**config.mk**
```make
export PLATFORM = sky130hd
export DESIGN_NAME = alu_shift_left_seq_flat
export DESIGN_NICKNAME = d
export VERILOG_FILES = /design/src/rtl/alu_shift_left_seq_if.sv /design/src/rtl/alu_shift_left_seq.sv /design/src/flat_wrapper.sv
export SDC_FILE = /design/constraint.sdc
export NUM_CORES = 1
export LEC_CHECK = 0
export BUFFER_PORTS_ARGS = -buffer_cell sky130_fd_sc_hd__buf_2
export CELL_PAD_IN_SITES_DETAIL_PLACEMENT = 1
export CELL_PAD_IN_SITES_GLOBAL_PLACEMENT = 2
export CORE_MARGIN = 5
export CORE_UTILIZATION = 33
export CTS_CLUSTER_DIAMETER = 50
export DETAILED_ROUTE_END_ITERATION = 16
export GPL_TIMING_DRIVEN = 0
export PLACE_DENSITY_LB_ADDON = 0.1
export SLEW_MARGIN = 20
export SYNTH_ARGS = -nofsm -noshare
export SYNTH_HDL_FRONTEND = slang
export SYNTH_SLANG_ARGS = --single-unit
```
**constraint.sdc**
```tcl
create_clock -name clk -period 5.1 [get_ports clk]
set_input_delay 0.255 -clock clk [delete_from_list [all_inputs] [get_ports clk]]
set_output_delay 0.255 -clock clk [all_outputs]
set_load 0.03 [all_outputs]
```
**src/rtl/alu_shift_left_seq_if.sv**
```systemverilog
// Handshake and result bundle for the sequential left shifter.
// The master side issues start/A/AMT. The slave side (the shifter) returns
// busy/done/Z/zero.
interface alu_shift_left_seq_if #(
   parameter int unsigned N  = 32,
   parameter int unsigned SW = 5
);
   logic          start;
   logic [N-1:0]  A;
   logic [SW-1:0] AMT;
   logic          busy;
   logic          done;
   logic [N-1:0]  Z;
   logic          zero;

   modport master (
      output start, A, AMT,
      input  busy, done, Z, zero
   );

   modport slave (
      input  start, A, AMT,
      output busy, done, Z, zero
   );
endinterface

```
**src/rtl/alu_shift_left_seq.sv**
```systemverilog
// Multi-cycle logical left shifter for the ALU datapath.
// Each step moves R left by 4 bits while at least 4 bits of shift remain, and
// by 1 bit otherwise. The result is published to Z/zero together with a
// one-cycle done pulse on the edge that leaves the DONE state.
// Optional build macro ALU_SHL_ROTATE_EN: every step rotates instead of shifting.
module alu_shift_left_seq #(
   parameter int unsigned N  = 32,
   parameter int unsigned SW = 5
) (
   input logic                clk,
   input logic                rstb,
   alu_shift_left_seq_if.slave bus
);

   typedef enum logic [1:0] {
      StIdle  = 2'd0,
      StShift = 2'd1,
      StDone  = 2'd2
   } state_e;

   state_e        state_q, state_d;
   logic [N-1:0]  r_q, r_d;
   logic [SW-1:0] count_q, count_d;
   logic [N-1:0]  z_q, z_d;
   logic          zero_q, zero_d;
   logic          done_q, done_d;

   logic [N-1:0]  step4;
   logic [N-1:0]  step1;

   // Candidate single-step updates of R
   always_comb begin
`ifdef ALU_SHL_ROTATE_EN
      step4 = {r_q[N-5:0], r_q[N-1:N-4]};
      step1 = {r_q[N-2:0], r_q[N-1]};
`else
      step4 = r_q << 4;
      step1 = r_q << 1;
`endif
   end

   // Next-state and datapath update
   always_comb begin
      state_d = state_q;
      r_d     = r_q;
      count_d = count_q;
      z_d     = z_q;
      zero_d  = zero_q;
      done_d  = 1'b0;

      unique case (state_q)
         StIdle: begin
            if (bus.start) begin
               r_d     = bus.A;
               count_d = bus.AMT;
               state_d = (bus.AMT != '0) ? StShift : StDone;
            end
         end
         StShift: begin
            // Compare at 32 bits so narrow SW cannot truncate the constant
            if (32'(count_q) >= 32'd4) begin
               r_d     = step4;
               count_d = count_q - SW'(4);
            end else begin
               r_d     = step1;
               count_d = count_q - SW'(1);
            end
            state_d = (count_d == '0) ? StDone : StShift;
         end
         StDone: begin
            z_d     = r_q;
            zero_d  = (r_q == '0);
            done_d  = 1'b1;
            state_d = StIdle;
         end
         default: begin
            state_d = StIdle;
         end
      endcase
   end

   // State and result registers, synchronous active-low reset
   always_ff @(posedge clk) begin
      if (!rstb) begin
         state_q <= StIdle;
         r_q     <= '0;
         count_q <= '0;
         z_q     <= '0;
         zero_q  <= 1'b1;
         done_q  <= 1'b0;
      end else begin
         state_q <= state_d;
         r_q     <= r_d;
         count_q <= count_d;
         z_q     <= z_d;
         zero_q  <= zero_d;
         done_q  <= done_d;
      end
   end

   assign bus.busy = (state_q != StIdle);
   assign bus.done = done_q;
   assign bus.Z    = z_q;
   assign bus.zero = zero_q;

endmodule

```
**src/flat_wrapper.sv**
```systemverilog
// flat-port wrapper written by rule: the top's interface ports become plain ports
module alu_shift_left_seq_flat 
#(
   parameter int unsigned N  = 32,
   parameter int unsigned SW = 5
)
  (clk, rstb, bus_start, bus_A, bus_AMT, bus_busy, bus_done, bus_Z, bus_zero);
  alu_shift_left_seq_if #(.N(N), .SW(SW)) bus_i ();
  input logic clk;
  input logic rstb;
  input wire logic [$bits(bus_i.start)-1:0] bus_start;
  input wire logic [$bits(bus_i.A)-1:0] bus_A;
  input wire logic [$bits(bus_i.AMT)-1:0] bus_AMT;
  output wire logic [$bits(bus_i.busy)-1:0] bus_busy;
  output wire logic [$bits(bus_i.done)-1:0] bus_done;
  output wire logic [$bits(bus_i.Z)-1:0] bus_Z;
  output wire logic [$bits(bus_i.zero)-1:0] bus_zero;
  assign bus_i.start = bus_start;
  assign bus_i.A = bus_A;
  assign bus_i.AMT = bus_AMT;
  assign bus_busy = bus_i.busy;
  assign bus_done = bus_i.done;
  assign bus_Z = bus_i.Z;
  assign bus_zero = bus_i.zero;
  alu_shift_left_seq #(.N(N), .SW(SW)) u_core (.clk(clk), .rstb(rstb), .bus(bus_i));
endmodule
```
Word level (Yosys, flattened, before mapping)

Cells that the tools add are included.

$add $sub $neg: 2
$mul: 0
Divide/modulo/power cells: 0
Order comparisons: 1
Equality and inequality tests: 3
Shift operators: 0
Multiplexer cells: 12
Bitwise logic cells: 0
Reduce and logical (&&, ||, !) cells: 7

Operator list:

| operator            | number |
|---|---|
| $mux 32             | 2 |
| $pmux 32 s2         | 1 |
| $logic_not 32->1    | 1 |
| $mux 5              | 3 |
| $pmux 5 s2          | 1 |
| $mux 2              | 3 |
| $ge 5x3->1 const B  | 1 |
| $logic_not 5->1     | 1 |
| $reduce_bool 5->1   | 1 |
| $sub 5x1->5 const B | 1 |
| $sub 5x3->5 const B | 1 |
| $pmux 2 s2          | 1 |
| $reduce_bool 2->1   | 2 |
| $eq 2x1->1 const B  | 1 |
| $eq 2x2->1 const B  | 1 |
| $logic_not 2->1     | 1 |
| $ne 2x2->1 const B  | 1 |
| $reduce_and 2->1    | 1 |
| $mux 1              | 1 |

Flip-flop bits (word level): 73
Bits in latches: 0
RAM bits: 0
Memory bits (read-only): 0
Word-level logic and storage cells: 31
Memories kept: 0

Longest topological paths before layout

Gate-level depths: netlist of the first run.

Word-level depth: 6
Depth in mapped cells: 7
Mapped depth without buffers: 6

Least setup slack after synthesis of the first run

No wires, ideal clock.

Path kind: flip-flop to flip-flop
From: register u_core.count_q[3]
To: register u_core.state_q[0]
Library setup time: 0.118 ns
Data arrival time: 1.767 ns
Data required time: 4.982 ns
Setup slack: 3.215 ns
Stages on the path, launching flop included: 7
Period minus slack after synthesis: 1.885 ns
Path through: dfxtp_1 inv_1 ha_1 a2111oi_4 and3_1 o2111ai_1 nor3b_2

Longest elaborated chain between the ends: 6

Ends and longest elaborated chain:

| what                                | RTL line                 | RTL |
|---|---|---|
| start, declared                     | alu_shift_left_seq.sv:23 | `logic [SW-1:0] count_q, count_d;` |
| start signal, assigned              | alu_shift_left_seq.sv:94 | `count_q <= count_d;` |
| $sub 5x1->5 (tied with other cells) | alu_shift_left_seq.sv:66 | `count_d = count_q - SW'(1);` |
| $mux 5 (*)                          | alu_shift_left_seq.sv:61 | `if (32'(count_q) >= 32'd4) begin` |
| $mux 5 (*)                          | alu_shift_left_seq.sv:51 | `unique case (state_q)` |
| $logic_not 5->1 (*)                 | alu_shift_left_seq.sv:68 | `state_d = (count_d == '0) ? StDone : StShift;` |
| $mux 2 (*)                          | alu_shift_left_seq.sv:68 |  |
| $pmux 2 s2 (*)                      | alu_shift_left_seq.sv:51 |  |
| end signal, assigned                | alu_shift_left_seq.sv:85 | `state_q <= StIdle;` |
| end signal, assigned                | alu_shift_left_seq.sv:92 | `state_q <= state_d;` |
| end, declared                       | alu_shift_left_seq.sv:21 | `state_e state_q, state_d;` |

Every way passes the cells marked *; elsewhere a longest branch is shown, timed or not. The select of a mux whose other input is x is not followed.
A chain may end at the register's enable or synchronous reset.

Worst setup path after layout of the first run

Same ends and word-level chain as after synthesis.

==> flow_metrics.py, run 1 <==
metrics = {
    "yosys": {
        "synth_adder_area_share_pct": 1.47,
        "synth_compound_area_share_pct": 27.5,
        "synth_nets": 481,
        "ys.flop_type": "dfxtp_1",
        "syn_area_um2": 3410,
        "synth_top_family_by_area": "compound AO/OA/AOI/OAI gates",
        "async_flop_share_pct": 0,
        "synthesis.instances": 437,
        "synth_edf_count": 0,
        "synth-xor-area-share_pct": 0,
        "yosysSeqAreaShare_pct": 42.8,
        "ys_warn_count": 0,
        "synth_cell_types": 35,
        "ys_ff_latch": 73,
        "synthSimpleGateAreaFrac_pct": 21.8,
        "synth_mux_area_share_pct": 0.330,
        "synth_area_per_cell_um2": 7.80,
    },
    "floorplanning": {
        "die_area_um2": 12500,
        "rows": 37,
        "pin_count": 75,
        "die_h_um": 112,
        "initial_core_util_pct": 33.5,
        "core_region_area_um2": 10200,
        "die_w_um": 112,
    },
    "drt": {
        "drt_first_pass_iters": 4,
        "drtAntennaViolNets": 0,
        "routedWlPerCell_um": 18.1,
        "drt-initial-drc-count": 165,
        "viasPerCell": 5.33,
        "vias": 3515,
        "drc_errors": 0,
        "drt_wl_total_um": 12000,
    },
    "timing": {
        "fin_crit_ns": 2.28,
        "fmax_mhz": 438,
        "fin_worst_skew_ns": 0.0142,
        "period_share_pct": 44.8,
        "rsz0062_at_grt": "false",
        "final_max_slew_viol_count": 0,
        "tightest_slew_ns": 0.732,
        "hold_viol": 0,
        "tns_ns": 0,
        "finalSetupViolations": 0,
        "slew_headroom_pct": 51.1,
    },
    "global_route": {
        "antenna_found_initial": 0,
        "grt_max_degree": 13,
        "grt_pass1_wl_um": 19700,
        "grt_overflow": 0,
        "grt_pass1_vias": 3719,
        "grtUsageTotal_pct": 19.6,
    },
    "layout": {
        "nFillCells": 1297,
        "syn2layout_area_growth_pct": 21.5,
        "seq_area_um2": 1460,
        "fin_nets": 564,
        "multi_input_area_um2": 1740,
        "antenna_cells": 0,
        "drive_gt1_share_pct": 19.3,
        "final_cell_mix": "buf_2 (79), dfxtp_1 (73), nand2_1 (71), nand3_1 (56), a21oi_1 (36)",
        "final_common_cell": "buf_2",
        "stdcell_area_um2": 4140,
    },
    "power": {
        "comb_power_share_pct": 19.8,
        "p_total_mw": 1.43,
        "p_seq_share_pct": 46.4,
        "ir_drop_mv": 0.143,
        "p_per_area_nw_per_um2": 344,
        "p_sw_mw": 0.470,
        "power_frac_clock_pct": 33.8,
        "p_sw_share_pct": 32.9,
        "p_leak_nw": 1.54,
        "cellInternalPower_mw": 0.957,
    },
    "clock_tree": {
        "cts_resized": 0,
        "numCtsBuffers": 9,
        "cts-root-buf": "clkbuf_8",
        "clk_latency_ns": 0.36,
        "path_clk_slew_ns": 0.09,
        "clock-sinks": 73,
        "htreeDepth": 3,
        "postCtsHoldBufs": 0,
        "cts_tree": "done",
        "post_cts_buffers": 0,
        "clk_path_buf_depth": 2,
    },
    "place": {
        "hpwl_um": 8660,
        "gp_congestion": 0.813,
        "io_buffers": 72,
        "post_dp_cell_area_um2": 3940,
    },
    "worst_setup_path": {
        "cp-start-kind": "flop",
        "path_class": "reg2reg",
        "critPathCaptureType": "flop",
        "required_ns": 5.36,
        "arrival_ns": 2.54,
        "crit_fanout": 10,
    },
    "run": {
        "maxCapViolations": 0,
    },
    "status": {
        "status": "completed",
    },
    "min_path": {
        "hp-class": "in2reg",
    },
}
[final cells by class]
type                       instances  area share (%)
buffer                            41            4.20
clock buffer                      11            3.65
clock inverter                     4            1.24
inverter                           9           0.815
multi-input combinational        314            42.0
sequential                        73            35.3
tap                              136            4.11
timing repair buffer              72            8.70
[registers in the layout (all words and copies together), names as in the netlist]
register,flops
u_core.r_q,32
u_core.bus.zero,1
u_core.state_q,2
u_core.bus.Z,32
u_core.bus.done,1
u_core.count_q,5
[synth_stat cells (2+ instances only)]
library cell	number	area, um^2
inv_1	9	33.8
ha_1	4	50.1
nand3_1	56	280
nand2_1	71	267
nor3_1	3	15.0
buf_4	3	22.5
o311ai_0	2	17.5
nor2b_1	5	31.3
a21oi_1	36	180
nor2_1	9	33.8
nand2b_1	2	12.5
a311oi_1	4	35.0
nand4_1	3	18.8
a21boi_0	33	248
a31oi_1	30	188
clkbuf_1	31	116
buf_2	7	35.0
dfxtp_1	73	1460
o21ai_0	33	165
nor4_1	8	50.1
[worst max-delay path, stage by stage, from the launching register on]
cell       delay [ns]
dfxtp_1          0.49
inv_1            0.13
ha_1             0.25
a2111oi_4        0.72
and3_1           0.25
o2111ai_1        0.16
nor3b_2          0.19
[power groups by stage]
stage          logic, mW  registers [mW]  clock network (mW)
2_1_floorplan      0.191           0.655                   0
3_3_place_gp       0.280           0.675                   0
3_5_place_dp       0.283           0.675                   0
4_1_cts            0.286           0.662               0.493
5_1_grt            0.315           0.668               0.522
6_report           0.283           0.662               0.482
[worst paths after layout]
path | startpoint | to | slack [ns] | cells past startpoint
worst min register to register | u_core.bus.Z[1] | u_core.bus.Z[1] | 0.46 | 2
worst max-delay path | u_core.count_q[3] | u_core.state_q[0] | 2.82 | 6
worst max register to register | u_core.count_q[3] | u_core.state_q[0] | 2.82 | 6
worst min-delay path | bus_A[0] | u_core.r_q[0] | 0.18 | 3
[layer usage]
layer	GRT usage, %	up-vias	share of wire, %
met5	0	-	0
met4	6.24	0	1.7
met3	3.70	14	5.4
met2	32.3	77	47
met1	25.8	1689	45
li1	-	1735	-
[metrics by stage]
step | setup slack (ns) | hold WS, ns | cells | utilization (%)
5_1_grt | 2.64 | 0.201 | 660 | 40.7
2_1_floorplan | 3.21 | 0.447 | 437 | -
4_1_cts | 2.78 | 0.172 | 660 | 40.7
6_report | 2.82 | 0.179 | 660 | 40.7
3_3_place_gp | 2.82 | 0.451 | 645 | 38.7
3_5_place_dp | 2.82 | 0.455 | 645 | 38.7
[cell families after synthesis]
logic type               count (synthesis)
AO/OA/AOI/OAI                          148
adder cells (fa/ha/maj)                  4
buffers and inverters                   50
flip-flops                              73
multiplexers                             1
AND/OR/NAND/NOR                        161
No activity file was read; power rests on OpenSTA's default activity.
==> run 2: changes to the inputs <==
- ABC_AREA: default -> 1
- CORE_UTILIZATION: 33 -> 30
- clock period: 5.1 -> 2.2 ns (I/O delays scaled with it)
==> run 2 against run 1 <==
Effect of this change: sequential cell count stayed put; register-to-register slack worse by 2.6 ns; utilization shrank 2.9 points; critical path depth up 2; via count decreased by 2.4%; largest power group unchanged; cell area down 0.60%; sequential share of layout area is 0.21 points higher.
==> flow_metrics.py, run 2 <==
metrics = {
    "min_path": {
        "hp-class": "in2reg",
        "hp-start": "bus_A[0]",
        "whs_path_depth": 3,
        "worstHoldEndpoint": "u_core.r_q[0]",
    },
    "place": {
        "gp_congestion": 0.795,
        "hpwl_um": 8760,
        "io_buffers": 73,
    },
    "yosys": {
        "synthSimpleGateAreaFrac_pct": 9.23,
        "synth_top_area_share_pct": 43.7,
        "synth_most_common_cell": "a21oi_1",
        "synth_top_family_by_area": "compound AO/OA/AOI/OAI gates",
        "synth_area_leaders": "dfxtp_1 (44%), a21oi_1 (17%), o21ai_0 (12%)",
        "synth_nets": 490,
        "synth_cell_types": 27,
        "syn_area_um2": 3350,
        "synthesis.instances": 446,
        "synth-xor-area-share_pct": 0.262,
        "synth_commonest_cells": "a21oi_1 (117), o21ai_0 (78), dfxtp_1 (73)",
        "synth_edf_count": 0,
        "yosys.area.top_type": "dfxtp_1",
        "ys_ff_latch": 73,
        "synth_area_per_cell_um2": 7.50,
        "yosysSeqAreaShare_pct": 43.7,
        "synth_adder_area_share_pct": 1.50,
        "ys.flop_type": "dfxtp_1",
        "synth_mux_area_share_pct": 0,
        "synth_compound_area_share_pct": 35.2,
        "ys_warn_count": 0,
        "async_flop_share_pct": 0,
    },
    "power": {
        "ir_drop_mv": 0.320,
        "p_sw_mw": 1.13,
        "p_seq_share_pct": 42.2,
        "p_per_area_nw_per_um2": 861,
        "cellInternalPower_mw": 2.42,
        "p_leak_nw": 1.73,
        "comb_power_share_pct": 22.3,
        "p_sw_share_pct": 31.8,
        "power_frac_clock_pct": 35.5,
        "p_total_mw": 3.55,
    },
    "timing": {
        "fmax_mhz": 504,
        "hold_viol": 0,
        "tns_ns": 0,
        "slew_headroom_pct": 58.8,
        "finalSetupViolations": 0,
        "rsz0062_at_grt": "false",
        "final_max_slew_viol_count": 0,
        "tightest_slew_ns": 0.618,
        "period_share_pct": 90.2,
        "fin_worst_skew_ns": 0.0107,
        "fin_crit_ns": 1.98,
    },
    "clock_tree": {
        "cts_resized": 0,
        "clk_latency_ns": 0.35,
        "postCtsHoldBufs": 0,
        "clk_path_buf_depth": 2,
        "path_clk_slew_ns": 0.08,
        "post_cts_buffers": 0,
        "clock-sinks": 73,
        "htreeDepth": 3,
        "numCtsBuffers": 9,
        "cts-root-buf": "clkbuf_8",
        "cts_tree": "done",
    },
    "worst_setup_path": {
        "path_class": "reg2reg",
        "rr_startpoint": "u_core.count_q[3]",
        "r2r_setup_slack_ns": 0.22,
        "critPathCaptureType": "flop",
        "arrival_ns": 2.27,
        "reg2reg_depth": 8,
        "required_ns": 2.49,
        "regToRegEndpoint": "u_core.r_q[4]",
        "cp-start-kind": "flop",
        "crit_fanout": 10,
    },
    "drt": {
        "drt_wl_total_um": 11600,
        "viasPerCell": 5.09,
        "vias": 3429,
        "routedWlPerCell_um": 17.3,
        "drc_errors": 0,
        "drtAntennaViolNets": 0,
        "drt-initial-drc-count": 153,
        "drt_first_pass_iters": 4,
    },
    "floorplanning": {
        "core_region_area_um2": 10900,
        "die_h_um": 116,
        "rows": 38,
        "pin_count": 75,
        "die_w_um": 116,
        "die_area_um2": 13400,
        "initial_core_util_pct": 30.7,
    },
    "layout": {
        "nFillCells": 1405,
        "antenna_cells": 0,
        "final_common_cell": "a21oi_1",
        "multi_input_area_um2": 1550,
        "fin_nets": 574,
        "syn2layout_area_growth_pct": 23.1,
        "seq_area_um2": 1460,
        "final_cell_mix": "a21oi_1 (117), o21ai_0 (78), buf_2 (77), dfxtp_1 (73), inv_1 (41)",
        "drive_gt1_share_pct": 22.3,
    },
    "global_route": {
        "grt_overflow": 0,
        "grtUsageTotal_pct": 17.9,
        "grt_pass1_vias": 3596,
        "grt_max_degree": 13,
        "antenna_found_initial": 0,
        "grt_pass1_wl_um": 18900,
    },
    "status": {
        "status": "completed",
    },
    "run": {
        "maxCapViolations": 0,
    },
}
==> run 2: cell families (layout without fill, tap and decap cells) <==
| group | after synthesis | count (layout) |
|---|---|---|
| simple gates | 63 | 63 |
| xor+xnor | 1 | 1 |
| buf+inv | 78 | 166 |
| compound gates | 227 | 227 |
| flops | 73 | 73 |
| fa+ha+maj | 4 | 4 |
==> run 2: critical path, cell delays in order (launching register included) <==
cell      delay [ns]
dfxtp_1         0.33
inv_1           0.13
ha_1            0.16
nand2_1         0.07
nand3_1         0.19
buf_2           0.29
clkbuf_1        0.43
o21ai_0         0.18
a21oi_1         0.14
==> run 2: per-layer routing <==
metal	global-route usage [%]	up-vias	share of wire, %
met5	0	-	0
met4	3.02	0	0.78
met3	4.07	12	4.7
met2	29.6	72	47
met1	24.4	1641	47
li1	-	1704	-
==> run 2: how the worst max path moves through the flow <==
stage | start | to | slack, ns | cells past startpoint
after floorplan | u_core.count_q[0] | u_core.r_q[18] | 0.64 | 9
after global placement | u_core.count_q[0] | u_core.r_q[4] | 0.25 | 8
after detailed placement | u_core.count_q[3] | u_core.r_q[4] | 0.22 | 8
after CTS | u_core.count_q[3] | u_core.r_q[4] | 0.21 | 8
after global routing | u_core.count_q[3] | u_core.r_q[4] | 0.07 | 8
final | u_core.count_q[3] | u_core.r_q[4] | 0.22 | 8
==> run 2: cell type report <==
type,count,share of cell area [%]
inverter,46,4.19
timing repair buffer,73,8.87
multi-input combinational,295,37.5
sequential,73,35.5
clock inverter,6,2.61
tap,140,4.25
clock buffer,9,3.01
buffer,32,4.04
==> run 2: stage by stage <==
step / utilization [%] / std cells / hold slack [ns] / instance area [um^2] / setup WS [ns]
after floorplan: - / 446 / 0.275 / 3350 / 0.638
after CTS: 37.8 / 674 / 0.0344 / 4120 / 0.207
after global placement: 35.7 / 659 / 0.400 / 3890 / 0.252
after global routing: 37.8 / 674 / 0.0448 / 4120 / 0.0696
final: 37.8 / 674 / 0.0405 / 4120 / 0.216
after detailed placement: 35.7 / 659 / 0.407 / 3890 / 0.223
==> run 2: power by group through the flow <==
stage | Clock [mW] | Sequential (mW) | Combinational (mW)
2_1_floorplan | 0 | 1.53 | 0.526
3_3_place_gp | 0 | 1.52 | 0.789
3_5_place_dp | 0 | 1.53 | 0.798
4_1_cts | 1.29 | 1.50 | 0.802
5_1_grt | 1.34 | 1.51 | 0.884
6_report | 1.26 | 1.50 | 0.791
==> run 3: changes to the inputs <==
- BUFFER_PORTS_ARGS: -buffer_cell sky130_fd_sc_hd__buf_2 -> -buffer_cell sky130_fd_sc_hd__clkbuf_2
- PLACE_DENSITY_LB_ADDON: 0.1 -> 0.25
- REMOVE_ABC_BUFFERS: default -> 1
==> run 3 against run 2 <==
Effect of this change: clock skew up 0.0022 ns; utilization down 1.1 points; count of clock-buffer cells in the layout unchanged; largest cell class unchanged; highest routed layer unchanged.
==> flow_metrics.py, run 3 (synthesized netlist as in run 2, its figures left out) <==
metrics = {
    "status": {
        "status": "completed",
    },
    "timing": {
        "fin_worst_skew_ns": 0.0129,
        "tightest_slew_ns": 0.705,
        "period_share_pct": 89.5,
        "finalSetupViolations": 0,
        "tns_ns": 0,
        "fmax_mhz": 508,
        "rsz0062_at_grt": "false",
        "hold_viol": 0,
        "slew_headroom_pct": 53.0,
        "final_max_slew_viol_count": 0,
        "layout_setup_ws_ns": 0.232,
        "fin_crit_ns": 1.97,
    },
    "worst_setup_path": {
        "crit_fanout": 39,
        "regToRegEndpoint": "u_core.r_q[9]",
        "crit_buf_inv": 2,
        "cp_cell_sequence": "nor2_2, inv_2, or2_4, nand2_4, inv_4, o21ai_0, a21oi_1",
        "critPathSlowestCell": "dfxtp_1",
        "rr_startpoint": "u_core.state_q[0]",
        "cp-start-kind": "flop",
        "reg2reg_depth": 7,
        "critPathCaptureType": "flop",
        "path_class": "reg2reg",
        "r2r_setup_slack_ns": 0.23,
        "max_stage_delay_ns": 0.41,
        "cp_num_cells": 7,
        "arrival_ns": 2.20,
        "required_ns": 2.43,
        "crit_family": "simple AND/OR/NAND/NOR gates",
    },
    "layout": {
        "drive_gt1_share_pct": 22.7,
        "final_common_cell": "a21oi_1",
        "antenna_cells": 0,
        "syn2layout_area_growth_pct": 19.5,
        "final_cell_mix": "a21oi_1 (117), o21ai_0 (78), clkbuf_2 (73), dfxtp_1 (73), inv_1 (41)",
        "fin_nets": 545,
    },
    "drt": {
        "drc_errors": 0,
        "drt_first_pass_iters": 4,
        "viasPerCell": 5.14,
        "drt-initial-drc-count": 119,
        "routedWlPerCell_um": 17.0,
        "vias": 3320,
        "drtAntennaViolNets": 0,
        "drt_wl_total_um": 11000,
    },
    "clock_tree": {
        "cts_tree": "done",
        "htreeDepth": 3,
        "post_cts_buffers": 0,
        "clk_path_buf_depth": 2,
        "numCtsBuffers": 9,
        "cts-root-buf": "clkbuf_8",
        "clock-sinks": 73,
        "path_clk_slew_ns": 0.08,
        "clk_latency_ns": 0.35,
    },
    "min_path": {
        "worstHoldEndpoint": "u_core.r_q[0]",
        "whs_path_depth": 3,
        "hp-class": "in2reg",
        "hp-start": "bus_A[0]",
    },
    "global_route": {
        "antenna_found_initial": 0,
        "grtUsageTotal_pct": 16.4,
        "grt_pass1_vias": 3454,
        "grt_use_met1_pct": 22.4,
        "grt_max_degree": 69,
        "grt_pass1_wl_um": 17500,
        "met3_usage_pct": 2.61,
        "grt_busiest_layer": "met2",
        "grt_overflow": 0,
        "use_met2_pct": 26.8,
    },
    "place": {
        "gp_congestion": 0.720,
        "pre_cts_slack_ns": -0.305,
        "io_buffers": 74,
        "hpwl_um": 6820,
    },
    "floorplanning": {
        "initial_core_util_pct": 30.7,
        "rows": 38,
        "core_region_area_um2": 10900,
        "die_area_um2": 13400,
        "die_w_um": 116,
        "pin_count": 75,
        "die_h_um": 116,
    },
    "run": {
        "maxCapViolations": 0,
    },
    "power": {
        "ir_drop_mv": 0.282,
        "p_per_area_nw_per_um2": 857,
        "p_leak_nw": 1.65,
    },
}
## run 3: final cells by class
type | instances | area, um^2
well taps | 140 | 175
clock buffers | 9 | 124
inverters | 46 | 183
repair buffers | 74 | 373
multi-input cells | 297 | 1590
clock inverters | 7 | 95.1
flip-flops and latches | 73 | 1460
fillers | 1371 | 6890
## run 3: what timing repair did
item,4_1_cts,5_1_grt
pin swaps,0,0
setup endpoints to repair,32,38
cloned,0,2
endpoints found under the hold margin,0,0
resized for setup,2,5
hold buffers,0,0
## run 3: per-layer routing
layer  vias to the layer above  share of wire [%]
met2                        59                 47
met1                      1591                 49
met3                        10                3.5
li1                       1660                  -
met4                         0               0.96
met5                         -                  0
## run 3: worst max-delay path by stage
stage                      startpoint                end  slack, ns
floorplan           u_core.count_q[0]  u_core.count_q[0]      -0.45
global placement    u_core.count_q[0]  u_core.count_q[0]      -1.25
detailed placement  u_core.state_q[0]    u_core.bus.Z[2]      -0.30
CTS                 u_core.count_q[0]  u_core.count_q[0]      0.006
global route        u_core.count_q[3]  u_core.state_q[0]       0.03
finish              u_core.state_q[0]      u_core.r_q[9]       0.23
## run 3: through the flow
stage | hold WS [ns] | instances | utilization [%] | power, mW | area [um^2]
after floorplan | 0.246 | 414 | - | 1.99 | 3180
after global placement | 0.401 | 628 | 34.2 | 2.23 | 3730
after detailed placement | 0.407 | 628 | 34.4 | 2.25 | 3740
after CTS | 0.0320 | 644 | 36.4 | 3.44 | 3970
after global routing | 0.0481 | 646 | 36.7 | 3.64 | 4000
final | 0.0468 | 646 | 36.7 | 3.43 | 4000
## run 3: where the power goes
part	internal (mW)	leakage (nW)	total (mW)	switching (mW)
Clock	0.638	0.109	1.17	0.533
Combinational	0.220	0.941	0.757	0.538
Sequential	1.42	0.598	1.50	0.0795
Total	2.28	1.65	3.43	1.15
## run 3: worst reg2reg max path: cells and delay by family (launching register included)
family / cells / cell delay, ns
flops: 1 / 0.41
compound gates: 2 / 0.32
simple gates: 3 / 0.78
buf+inv: 2 / 0.35
